==> src/rtl/nand_seq_pkg.sv <==
// Shared definitions for the NAND gate test sequencer.
//   seq_state_e  : sequencer FSM states
//   NUM_VECTORS  : number of {A,B} input combinations exercised per run
//   nand_expect  : golden model of the gate under test
package nand_seq_pkg;

  typedef enum logic [2:0] {
    IDLE,
    APPLY,
    SETTLE,
    CHECK,
    DONE
  } seq_state_e;

  localparam int NUM_VECTORS = 4;

  // Golden response of a 2-input NAND gate.
  function automatic logic nand_expect(input logic a, input logic b);
    return ~(a & b);
  endfunction

endpackage

==> src/rtl/nand_settle_timer.sv <==
// Settle-time counter for the NAND test sequencer.
// Loaded while a new vector is being applied, then counts down once per
// cycle. The sequencer stays in its settle state until 'expired' is seen.
//   clk     : clock, rising edge
//   rst     : synchronous active-high reset
//   load    : reload the counter with the settle length
//   expired : settle time has elapsed (counter at zero)
module nand_settle_timer #(
  parameter int SETTLE_CYCLES = 2
) (
  input  logic clk,
  input  logic rst,
  input  logic load,
  output logic expired
);

  // The counter is loaded with SETTLE_CYCLES-1 so that 'expired' is seen
  // during the last settle cycle, giving exactly SETTLE_CYCLES cycles.
  localparam int TMR_W    = (SETTLE_CYCLES > 1) ? $clog2(SETTLE_CYCLES) : 1;
  localparam int LOAD_VAL = (SETTLE_CYCLES > 0) ? SETTLE_CYCLES - 1 : 0;

  logic [TMR_W-1:0] cnt_q, cnt_d;

  // Reload on request, otherwise count down and park at zero.
  always_comb begin
    cnt_d = cnt_q;
    if (load) begin
      cnt_d = TMR_W'(LOAD_VAL);
    end else if (cnt_q != '0) begin
      cnt_d = cnt_q - 1'b1;
    end
  end

  // Counter register.
  always_ff @(posedge clk) begin
    if (rst) begin
      cnt_q <= '0;
    end else begin
      cnt_q <= cnt_d;
    end
  end

  assign expired = (cnt_q == '0);

endmodule

==> src/rtl/nand_test_sequencer.sv <==
// Self-checking stimulus controller for a 2-input NAND gate.
// On start it drives {A,B} = 00, 01, 10, 11 onto the gate, waits a settle
// time for each vector, compares the gate output with ~(A&B) and reports a
// pass/fail summary that is held until the next accepted start.
//   clk, rst   : clock and synchronous active-high reset
//   start      : begin a run (only accepted when idle)
//   a_out/b_out: registered drives to the gate under test
//   dut_y      : gate-under-test output
//   busy       : run in progress
//   done       : one-cycle end-of-run strobe
//   pass       : last run had no mismatches
//   err_count  : mismatches in last run, saturating
//   fail_vec   : bit i set if vector {A,B}=i mismatched
module nand_test_sequencer
  import nand_seq_pkg::*;
#(
  parameter int SETTLE_CYCLES = 2,
  parameter int CNT_W         = 3
) (
  input  logic             clk,
  input  logic             rst,
  input  logic             start,
  output logic             a_out,
  output logic             b_out,
  input  logic             dut_y,
  output logic             busy,
  output logic             done,
  output logic             pass,
  output logic [CNT_W-1:0] err_count,
  output logic [3:0]       fail_vec
);

  localparam logic [CNT_W-1:0] ERR_MAX = '1;

  seq_state_e             state_q, state_d;
  logic [1:0]             idx_q, idx_d;
  logic                   a_q, a_d, b_q, b_d;
  logic                   pass_q, pass_d;
  logic [CNT_W-1:0]       err_q, err_d;
  logic [NUM_VECTORS-1:0] fail_q, fail_d;
  logic                   timer_load;
  logic                   timer_expired;
  logic                   mismatch;

  nand_settle_timer #(
    .SETTLE_CYCLES(SETTLE_CYCLES)
  ) u_settle_timer (
    .clk     (clk),
    .rst     (rst),
    .load    (timer_load),
    .expired (timer_expired)
  );

  // The settle timer is armed during APPLY so it is already counting on
  // the first SETTLE cycle.
  assign timer_load = (state_q == APPLY);
  assign mismatch   = (dut_y != nand_expect(a_q, b_q));

  // Next-state and result logic. The A/B drives are updated on the edge
  // that enters APPLY, so the new vector is stable for the whole
  // APPLY/SETTLE/CHECK window, and are cleared on the edge entering DONE.
  always_comb begin
    state_d = state_q;
    idx_d   = idx_q;
    a_d     = a_q;
    b_d     = b_q;
    pass_d  = pass_q;
    err_d   = err_q;
    fail_d  = fail_q;
    case (state_q)
      IDLE: begin
        if (start) begin
          state_d = APPLY;
          idx_d   = 2'd0;
          a_d     = 1'b0;
          b_d     = 1'b0;
          pass_d  = 1'b0;
          err_d   = '0;
          fail_d  = '0;
        end
      end
      APPLY: begin
        state_d = (SETTLE_CYCLES == 0) ? CHECK : SETTLE;
      end
      SETTLE: begin
        if (timer_expired) begin
          state_d = CHECK;
        end
      end
      CHECK: begin
        if (mismatch) begin
          fail_d[idx_q] = 1'b1;
          if (err_q != ERR_MAX) begin
            err_d = err_q + 1'b1;
          end
        end
        // pass reflects the count including this final check, so it is
        // already valid while done is high.
        if (idx_q == 2'(NUM_VECTORS - 1)) begin
          state_d = DONE;
          a_d     = 1'b0;
          b_d     = 1'b0;
          pass_d  = (err_d == '0);
        end else begin
          state_d    = APPLY;
          idx_d      = idx_q + 2'd1;
          {a_d, b_d} = idx_q + 2'd1;
        end
      end
      DONE: begin
        state_d = IDLE;
      end
      default: begin
        state_d = IDLE;
      end
    endcase
  end

  // State and result registers; reset overrides any run in progress.
  always_ff @(posedge clk) begin
    if (rst) begin
      state_q <= IDLE;
      idx_q   <= 2'd0;
      a_q     <= 1'b0;
      b_q     <= 1'b0;
      pass_q  <= 1'b0;
      err_q   <= '0;
      fail_q  <= '0;
    end else begin
      state_q <= state_d;
      idx_q   <= idx_d;
      a_q     <= a_d;
      b_q     <= b_d;
      pass_q  <= pass_d;
      err_q   <= err_d;
      fail_q  <= fail_d;
    end
  end

  assign a_out     = a_q;
  assign b_out     = b_q;
  assign busy      = (state_q == APPLY) || (state_q == SETTLE) || (state_q == CHECK);
  assign done      = (state_q == DONE);
  assign pass      = pass_q;
  assign err_count = err_q;
  assign fail_vec  = fail_q;

endmodule

==> config.mk <==
export PLATFORM = sky130hd
export DESIGN_NAME = nand_test_sequencer
export DESIGN_NICKNAME = d
export VERILOG_FILES = /design/src/rtl/nand_seq_pkg.sv /design/src/rtl/nand_settle_timer.sv /design/src/rtl/nand_test_sequencer.sv
export SDC_FILE = /design/constraint.sdc
export NUM_CORES = 1
export LEC_CHECK = 0
export BUFFER_PORTS_ARGS = -buffer_cell sky130_fd_sc_hd__buf_2
export CORE_ASPECT_RATIO = 0.75
export CORE_UTILIZATION = 45
export DETAILED_ROUTE_END_ITERATION = 6
export PLACE_DENSITY_LB_ADDON = 0.08
export REMOVE_ABC_BUFFERS = 1
export SLEW_MARGIN = 0
export SYNTH_ARGS = -nofsm -noshare
export SYNTH_HDL_FRONTEND = slang
export SYNTH_SLANG_ARGS = --single-unit
==> constraint.sdc <==
create_clock -name clk -period 1.8 [get_ports clk]
set_input_delay 0.27 -clock clk [delete_from_list [all_inputs] [get_ports clk]]
set_output_delay 0.27 -clock clk [all_outputs]
set_load 0.02 [all_outputs]
==> results of run 1 <==
[worst max-delay path by stage]
stage	startpoint	endpoint	slack (ns)
2_1_floorplan	state_q[1]	pass	0.40
3_5_place_dp	state_q[1]	fail_vec[2]	0.30
6_report	state_q[1]	fail_vec[2]	0.23
4_1_cts	state_q[1]	fail_vec[2]	0.28
3_3_place_gp	state_q[0]	pass	0.35
5_1_grt	state_q[1]	fail_vec[2]	0.12
[metal layers]
layer	global-route usage (%)	vias to the layer above
met2	32.0	25
li1	-	352
met5	0	-
met4	10.4	0
met3	9.52	4
met1	26.1	328
[cell usage in the layout, fill, tap and decap left out, types with 2 or more instances in the layout]
master and n:
buf_2 15, nand4b_1 2, ha_1 5, nand2_1 6, and3b_1 2, a21oi_1 9
dfxtp_1 16, mux2i_1 2, nor3_1 3, inv_1 3, nor2_1 15, and2_1 2
o21ai_0 4, clkbuf_4 3, nand3b_1 2
[cells by family after synthesis]
| kind of cell | count (synthesis) |
|---|---|
| xor gates and xnor gates | 1 |
| and+or+nand+nor | 38 |
| muxes | 2 |
| adders and majority gates | 5 |
| AOI/OAI and AO/OA | 22 |
| buffers and inverters | 7 |
| DFF | 16 |
[power by group]
part	internal [mW]	switching, mW	total (mW)
logic	0.0439	0.0627	0.107
registers	0.367	0.0225	0.390
clock network	0.0779	0.111	0.189
[metrics by stage]
step           std cells  power, mW  hold slack (ns)  setup WS (ns)
6_report             126      0.686            0.289          0.231
5_1_grt              126      0.723            0.292          0.116
4_1_cts              126      0.694            0.283          0.281
3_5_place_dp         123      0.505            0.463          0.304
3_3_place_gp         123      0.502            0.460          0.351
2_1_floorplan         87      0.471            0.339          0.404
[sequential cells by signal, summed over array words and instances, names as in the netlist]
name                  cells
state_q                   3
b_out                     1
pass                      1
err_count                 3
idx_q                     2
u_settle_timer.cnt_q      1
fail_vec                  4
a_out                     1
[area by class of cell]
class	count	share of cell area [%]
Multi-Input combinational cell	68	49.2
Sequential cell	16	35.8
Timing Repair Buffer	15	8.38
Tap cell	21	2.93
Clock buffer	3	2.51
Inverter	3	1.26
[worst max-delay path, cell delays in order (launching register included)]
cell and delay [ns]:
dfxtp_1 0.55, nand3b_1 0.25, o31ai_2 0.43, a21oi_1 0.14, nor2_1 0.13
==> flow_metrics.tcl, run 1 <==
set metrics [dict create \
    utilization_pct 56.8 \
    grt_max_degree 12 \
    yosysUniqueCellTypes 31 \
    ant_nets 0 \
    worstRegToRegCells 4 \
    powerDensity_nw_per_um2 765 \
    regToRegStartpoint "state_q[1]" \
    gp_congestion 0.731 \
    drtPass1Iterations 4 \
    area_growth_pct 11.7 \
    syn_area_per_cell_um2 8.81 \
    dr_wl_met2_um 650 \
    synth_top_family_by_area "simple AND/OR/NAND/NOR gates" \
    hold_class "in -> reg" \
    cts_tree "yes" \
    grt_pass1_vias 632 \
    diodes 0 \
    htree_num_levels 1 \
    die_h_um 38.6 \
    rsz0062_at_grt "no" \
    dpl.hpwl_um 1230 \
    drive_above_1_share_pct 21.9 \
    ioPinCount 16 \
    synth_edf_count 0 \
    min_period_over_period_pct 87.2 \
    crit_type "reg -> reg" \
    synth-adder-area-share_pct 7.80 \
    root_buffer "clkbuf_4" \
    worstMarginPinSlew_ns 0.369 \
    synth_compound_area_share_pct 17.9 \
    leakagePower_nw 0.383 \
    status "complete, no violations" \
    vdd.ir_drop.worst_mv 0.481 \
    worstPathRequired_ns 2.02 \
    remaining_drc_errors 0 \
    drt_iter0_drc 27 \
    fillers 166 \
    min_path_cells 2 \
    rrSetupSlack_ns 0.23 \
    core_um2 1580 \
    synth_most_common_cell "dfxtp_1" \
    synthCells 91 \
    route.detailed.wl_per_inst_um 12.9 \
    dieArea_um2 1960 \
    cp_data_arrival_time_ns 1.79 \
    multi_input_area_um2 440 \
    synth_common_cells "dfxtp_1 (16), nor2_1 (15), a21oi_1 (9), nand2_1 (6), ha_1 (5)" \
    cts_max_path_buffers 2 \
    cts_setup_buffers 0 \
    setup_tns_ns 0 \
    endpoint_kind "flip-flop" \
    hold_buffers 0 \
    yosys.area_share.simple_pct 25.6 \
    fmax_mhz 637 \
    finalSetupViolations 0 \
    relSlewSlack_pct 75.1 \
    vias_per_cell 5.63 \
    seq_area_um2 320 \
    synth-seq-cells 16 \
    min_to "err_count[1]" \
    skew_ns 0.00199 \
    antenna_found_initial 0 \
    grt_use_total_pct 21.3 \
    cts.clk_slew.worst_paths_ns 0.09 \
    routed_wl_um 1630 \
    portBuffers 15 \
    synth_xor_area_share_pct 1.09 \
    cts_buffers 3 \
    synth_flop_cell "dfxtp_1" \
    yosysSeqAreaShare_pct 39.9 \
    design_area_um2 896 \
    hold_viol 0 \
    dpl_cell_area_um2 873 \
    cap_violations 0 \
    period_needed_ns 1.57 \
    synthMuxAreaShare_pct 2.50 \
    ys_warn_count 0 \
    met3_length_um 127 \
    num_vias 709 \
    syn_area_um2 802 \
    hp-start "rst" \
    nNetsFinal 116 \
    drt-met1-wl_um 823 \
    top_layer "met4" \
    cp_max_fo 11 \
    postSynth.asyncResetShare_pct 0 \
    grt_first_pass_wirelength_um 2860 \
    grt_overflow_total 0 \
    fp-row-count 12 \
    regToRegEndpoint "fail_vec[2]" \
    fp.dieW_um 50.7 \
    clock-sinks 16 \
    synthTopCellsByArea "dfxtp_1 (40%), ha_1 (7.8%), nor2_1 (7.0%)" \
    initial_core_util_pct 50.9 \
    post-synth-top-area-cell "dfxtp_1" \
    clk_latency_ns 0.29 \
    yosysTopAreaCellShare_pct 39.9 \
    finalMaxSlewViolations 0 \
    ctsResizeCount 0 \
    crit_path_start_kind "flip-flop" \
]
Power figures use the tool's default switching activity.
==> inputs of run 2 (changes only) <==
==> constraint.sdc (replaced) <==
create_clock -name clk -period 1.3 [get_ports clk]
set_input_delay 0.195 -clock clk [delete_from_list [all_inputs] [get_ports clk]]
set_output_delay 0.195 -clock clk [all_outputs]
set_load 0.02 [all_outputs]
==> run 2 against run 1 <==
  * The flow now finishes with violations (negative setup slack)
  * Power grew 45%
  * Worst setup slack lost 0.28 ns
  * Final area grew 14%
  * Utilization grew 8.1 points
  * Critical endpoint is now pass
==> flow_metrics.tcl, run 2 (synthesis gave the netlist of run 1 again) <==
set metrics [dict create \
    hold_viol 0 \
    htree_num_levels 1 \
    utilization_pct 64.9 \
    die_h_um 38.6 \
    route.detailed.wl_per_inst_um 12.4 \
    rsz0062_at_grt "yes" \
    grt_pass1_vias 705 \
    dpl_cell_area_um2 963 \
    worstPathRequired_ns 1.49 \
    fp-row-count 12 \
    gp_congestion 0.846 \
    final_cell_mix "dfxtp_1 (14), buf_2 (14), nor2_1 (13), buf_4 (13), a21oi_1 (9)" \
    ant_nets 0 \
    fp.dieW_um 50.7 \
    min_period_over_period_pct 104 \
    antenna_found_initial 0 \
    cts_max_path_buffers 2 \
    vias_per_cell 5.25 \
    vdd.ir_drop.worst_mv 0.599 \
    diodes 0 \
    pre_cts_ws_ns -0.0560 \
    initial_core_util_pct 50.9 \
    finalMaxSlewViolations 0 \
    crit_path_cell_trace "or4b_4 -> nand2b_2 -> a21oi_2 -> a32o_1" \
    ioPinCount 16 \
    status "finished with violations" \
    fmax_mhz 739 \
    worst_hold_slack_ns 0.200 \
    core_um2 1580 \
    remaining_drc_errors 0 \
    cts_tree "yes" \
    setup_slack_ns -0.0526 \
    routed_wl_um 1720 \
    worstMarginPinSlew_ns 0.311 \
    cp_data_arrival_time_ns 1.54 \
    area_growth_pct 27.6 \
    clock-sinks 16 \
    endpoint_kind "flip-flop" \
    crit_path_start_kind "flip-flop" \
    portBuffers 15 \
    crit_type "reg -> reg" \
    slowest_stage "or4b_4" \
    totalPowerFinal_uw 995 \
    finalSetupViolations 7 \
    drtPass1Iterations 4 \
    grt_first_pass_wirelength_um 3050 \
    cp_max_fo 5 \
    slowest_delay_ns 0.55 \
    violations "negative setup slack" \
    grt_overflow_total 0 \
    largest_reg_flops 4 \
    hold_buffers 0 \
    period_needed_ns 1.35 \
    skew_ns 0.00540 \
    relSlewSlack_pct 79.1 \
    clk_latency_ns 0.29 \
    drive_above_1_share_pct 37.3 \
    grt_max_degree 12 \
    fillers 142 \
    num_vias 730 \
    nNetsFinal 129 \
    hold_class "in -> reg" \
    design_area_um2 1020 \
    root_buffer "clkbuf_4" \
    grt_use_total_pct 22.5 \
    dieArea_um2 1960 \
    powerDensity_nw_per_um2 972 \
    drt_iter0_drc 11 \
    cts_buffers 3 \
    cap_violations 0 \
    cts.clk_slew.worst_paths_ns 0.09 \
    leakagePower_nw 0.451 \
    dpl.hpwl_um 1370 \
]
[run 2: cell types whose count changed in the layout (fill, tap and decap cells not counted), sizes merged]
cell	delta
buf	+13
[run 2: worst paths after layout]
| kind | start | end | slack, ns | depth (start not counted) |
|---|---|---|---|---|
| max | state_q[1] | pass | -0.05 | 4 |
| min | rst | err_count[0] | 0.20 | 2 |
| max reg2reg | state_q[1] | pass | -0.05 | 4 |
| min reg2reg | fail_vec[2] | fail_vec[2] | 0.47 | 2 |
[run 2: metrics by stage]
stage | TNS (ns) | cells
global placement | -0.146 | 135
global route | -0.896 | 139
detailed placement | -0.244 | 135
floorplan | -0.0989 | 87
finish | -0.255 | 139
CTS | -0.434 | 138
[run 2: final cells by class]
type	count	area, um2	share of cell area, %
clock buffers	3	22.5	2.20
flip-flops and latches	16	323	31.5
multi-input cells	68	462	45.1
well taps	21	26.3	2.57
inverters	3	11.3	1.10
repair buffers	28	179	17.5
[run 2: report_power, final]
part	internal, mW	switching, mW
clock network	0.108	0.147
logic	0.0990	0.116
registers	0.510	0.0159
total	0.717	0.278
[run 2: metal layers]
layer | routed length (um) | up-vias | GRT usage, % | part of all wire, %
met5 | 0 | - | 0 | 0
met4 | 29 | 0 | 10.4 | 1.7
met3 | 74 | 4 | 7.14 | 4.3
met2 | 778 | 14 | 38.3 | 45
met1 | 840 | 335 | 26.1 | 49
li1 | - | 377 | - | -
[run 2: timing repair]
item,CTS,global route
hold endpoints to repair,0,0
setup endpoints to repair,12,14
setup buffers,0,1
gates resized for setup,3,8
[run 2: critical path, delay by kind of cell (launching register included)]
family	cells	cell delay (ns)
flip-flops	1	0.35
AND/OR/NAND/NOR	2	0.66
AO/OA/AOI/OAI	2	0.24
==> inputs of run 3 (changes only) <==
--- a/config.mk
+++ b/config.mk
@@ -9,6 +9,7 @@
 export CORE_ASPECT_RATIO = 0.75
 export CORE_UTILIZATION = 45
 export DETAILED_ROUTE_END_ITERATION = 6
+export GPL_TIMING_DRIVEN = 0
 export PLACE_DENSITY_LB_ADDON = 0.08
 export REMOVE_ABC_BUFFERS = 1
 export SLEW_MARGIN = 0
==> run 3 against run 2 <==
  * The run still ends with negative setup slack left
  * Clock power increased by 31%
  * Register-to-register slack worse by 0.02 ns
  * Critical endpoint unchanged
  * Via count rose by 1.2%
  * Sequential power is 0.8% higher
==> flow_metrics.tcl, run 3 (synthesis gave the netlist of run 1 again) <==
set metrics [dict create \
    grt_use_total_pct 21.2 \
    leakagePower_nw 0.426 \
    fmax_mhz 727 \
    final_cells 132 \
    design_area_um2 1010 \
    initial_core_util_pct 50.9 \
    final_cell_mix "nor2_1 (14), buf_2 (13), dfxtp_1 (11)" \
    fillers 135 \
    final_common_cell "nor2_1" \
    grt_overflow_total 0 \
    drtPass1Iterations 4 \
    grt_pass1_vias 644 \
    cp_max_fo 7 \
    route.detailed.wl_per_inst_um 13.2 \
    hold_buffers 0 \
    clkPwrFrac_pct 30.8 \
    period_needed_ns 1.38 \
    crit_start "state_q[0]" \
    pre_cts_ws_ns -0.223 \
    die_h_um 38.6 \
    crit_type "reg -> reg" \
    critical_path.top_delay_family "simple AND/OR/NAND/NOR gates" \
    hold_class "in -> reg" \
    grt_max_degree 12 \
    grt_first_pass_wirelength_um 2820 \
    ioPinCount 16 \
    ant_nets 0 \
    finalMaxSlewViolations 0 \
    p_switching_uw 299 \
    dpl.hpwl_um 1170 \
    crit_path_cell_trace "or4b_4 -> nand2b_4 -> a21oi_2 -> a32o_1" \
    regToRegEndpoint "pass" \
    slowest_delay_ns 0.57 \
    min_period_over_period_pct 106 \
    power_frac_seq_pct 49.1 \
    worst_hold_slack_ns 0.199 \
    routed_wl_um 1740 \
    skew_ns 0.00309 \
    multi_input_area_um2 489 \
    drt_iter0_drc 20 \
    area_growth_pct 26.2 \
    endpoint_kind "flip-flop" \
    core_um2 1580 \
    rrSetupSlack_ns -0.08 \
    nNetsFinal 121 \
    vias_per_cell 5.60 \
    root_buffer "clkbuf_4" \
    clk_latency_ns 0.29 \
    crit_buf_inv 0 \
    powerDensity_nw_per_um2 1070 \
    regToRegStartpoint "state_q[0]" \
    htree_num_levels 1 \
    cts_buffers 3 \
    worstMarginPinSlew_ns 0.329 \
    worstRegToRegCells 4 \
    dieArea_um2 1960 \
    finalSetupViolations 8 \
    portBuffers 15 \
    fp-row-count 12 \
    violations "negative setup slack" \
    crit_path_start_kind "flip-flop" \
    totalPowerFinal_mw 1.08 \
    diodes 0 \
    vdd.ir_drop.worst_mv 0.858 \
    cts_max_path_buffers 2 \
    rsz0062_at_grt "yes" \
    cts_tree "yes" \
    setup_tns_ns -0.210 \
    relSlewSlack_pct 78.1 \
    utilization_pct 64.2 \
    dp_cells 123 \
    cts.clk_slew.worst_paths_ns 0.09 \
    cp_data_arrival_time_ns 1.57 \
    remaining_drc_errors 0 \
    hold_viol 0 \
    num_vias 739 \
    gp_congestion 0.736 \
    fp.dieW_um 50.7 \
    antenna_found_initial 0 \
    crit_cells 4 \
    slowest_stage "or4b_4" \
    setup_slack_ns -0.0762 \
    drive_above_1_share_pct 37.8 \
    seq_area_um2 332 \
    p_int_uw 780 \
    worstPathRequired_ns 1.50 \
    p_sw_share_pct 27.7 \
    dpl_cell_area_um2 873 \
    largest_reg_flops 4 \
    cap_violations 0 \
    crit_path_end "pass" \
    comb_power_share_pct 20.1 \
    status "finished with violations" \
    clock-sinks 16 \
]
run 3: cell count changes in the layout (fill, tap and decap cells not counted), sizes merged:
cell	delta
clkbuf	+1
buf	-8
run 3: worst reg2reg max path, stage by stage, from the launching register on:
cell and delay [ns]:
dfxtp_4 0.38, or4b_4 0.57, nand2b_4 0.10, a21oi_2 0.04, a32o_1 0.20
run 3: per-layer routing:
layer  vias up  track usage [%]  share of wire, %
li1        367                -                 -
met1       347             25.7                47
met2        20             33.0                45
met3         5             7.14               5.0
met4         0             12.5               2.2
met5         -                0                 0
run 3: power groups by stage:
stage / Combinational (mW) / Sequential, mW / Clock, mW
after global placement: 0.146 / 0.549 / 0
final: 0.217 / 0.530 / 0.332
after global routing: 0.236 / 0.533 / 0.372
after CTS: 0.205 / 0.527 / 0.341
after floorplan: 0.100 / 0.552 / 0
after detailed placement: 0.149 / 0.550 / 0
run 3: how the worst min path moves through the flow:
| stage | from | end | slack [ns] | cells after the start |
|---|---|---|---|---|
| floorplan | rst | a_out | 0.26 | 1 |
| global placement | fail_vec[1] | fail_vec[1] | 0.44 | 2 |
| detailed placement | fail_vec[3] | fail_vec[3] | 0.46 | 2 |
| CTS | rst | err_count[0] | 0.20 | 2 |
| global route | rst | err_count[0] | 0.21 | 2 |
| finish | rst | err_count[0] | 0.20 | 2 |
run 3: cell type report:
type | instances | area share, %
Clock buffer | 4 | 3.58
Inverter | 3 | 1.11
Multi-Input combinational cell | 68 | 48.3
Sequential cell | 16 | 32.8
Tap cell | 21 | 2.60
Timing Repair Buffer | 20 | 11.6
run 3: timing repair:
action / CTS / global route
buffers inserted: 5 / 0
resized for setup: 11 / 11
pin swaps: 3 / 4
setup endpoints to repair: 14 / 14
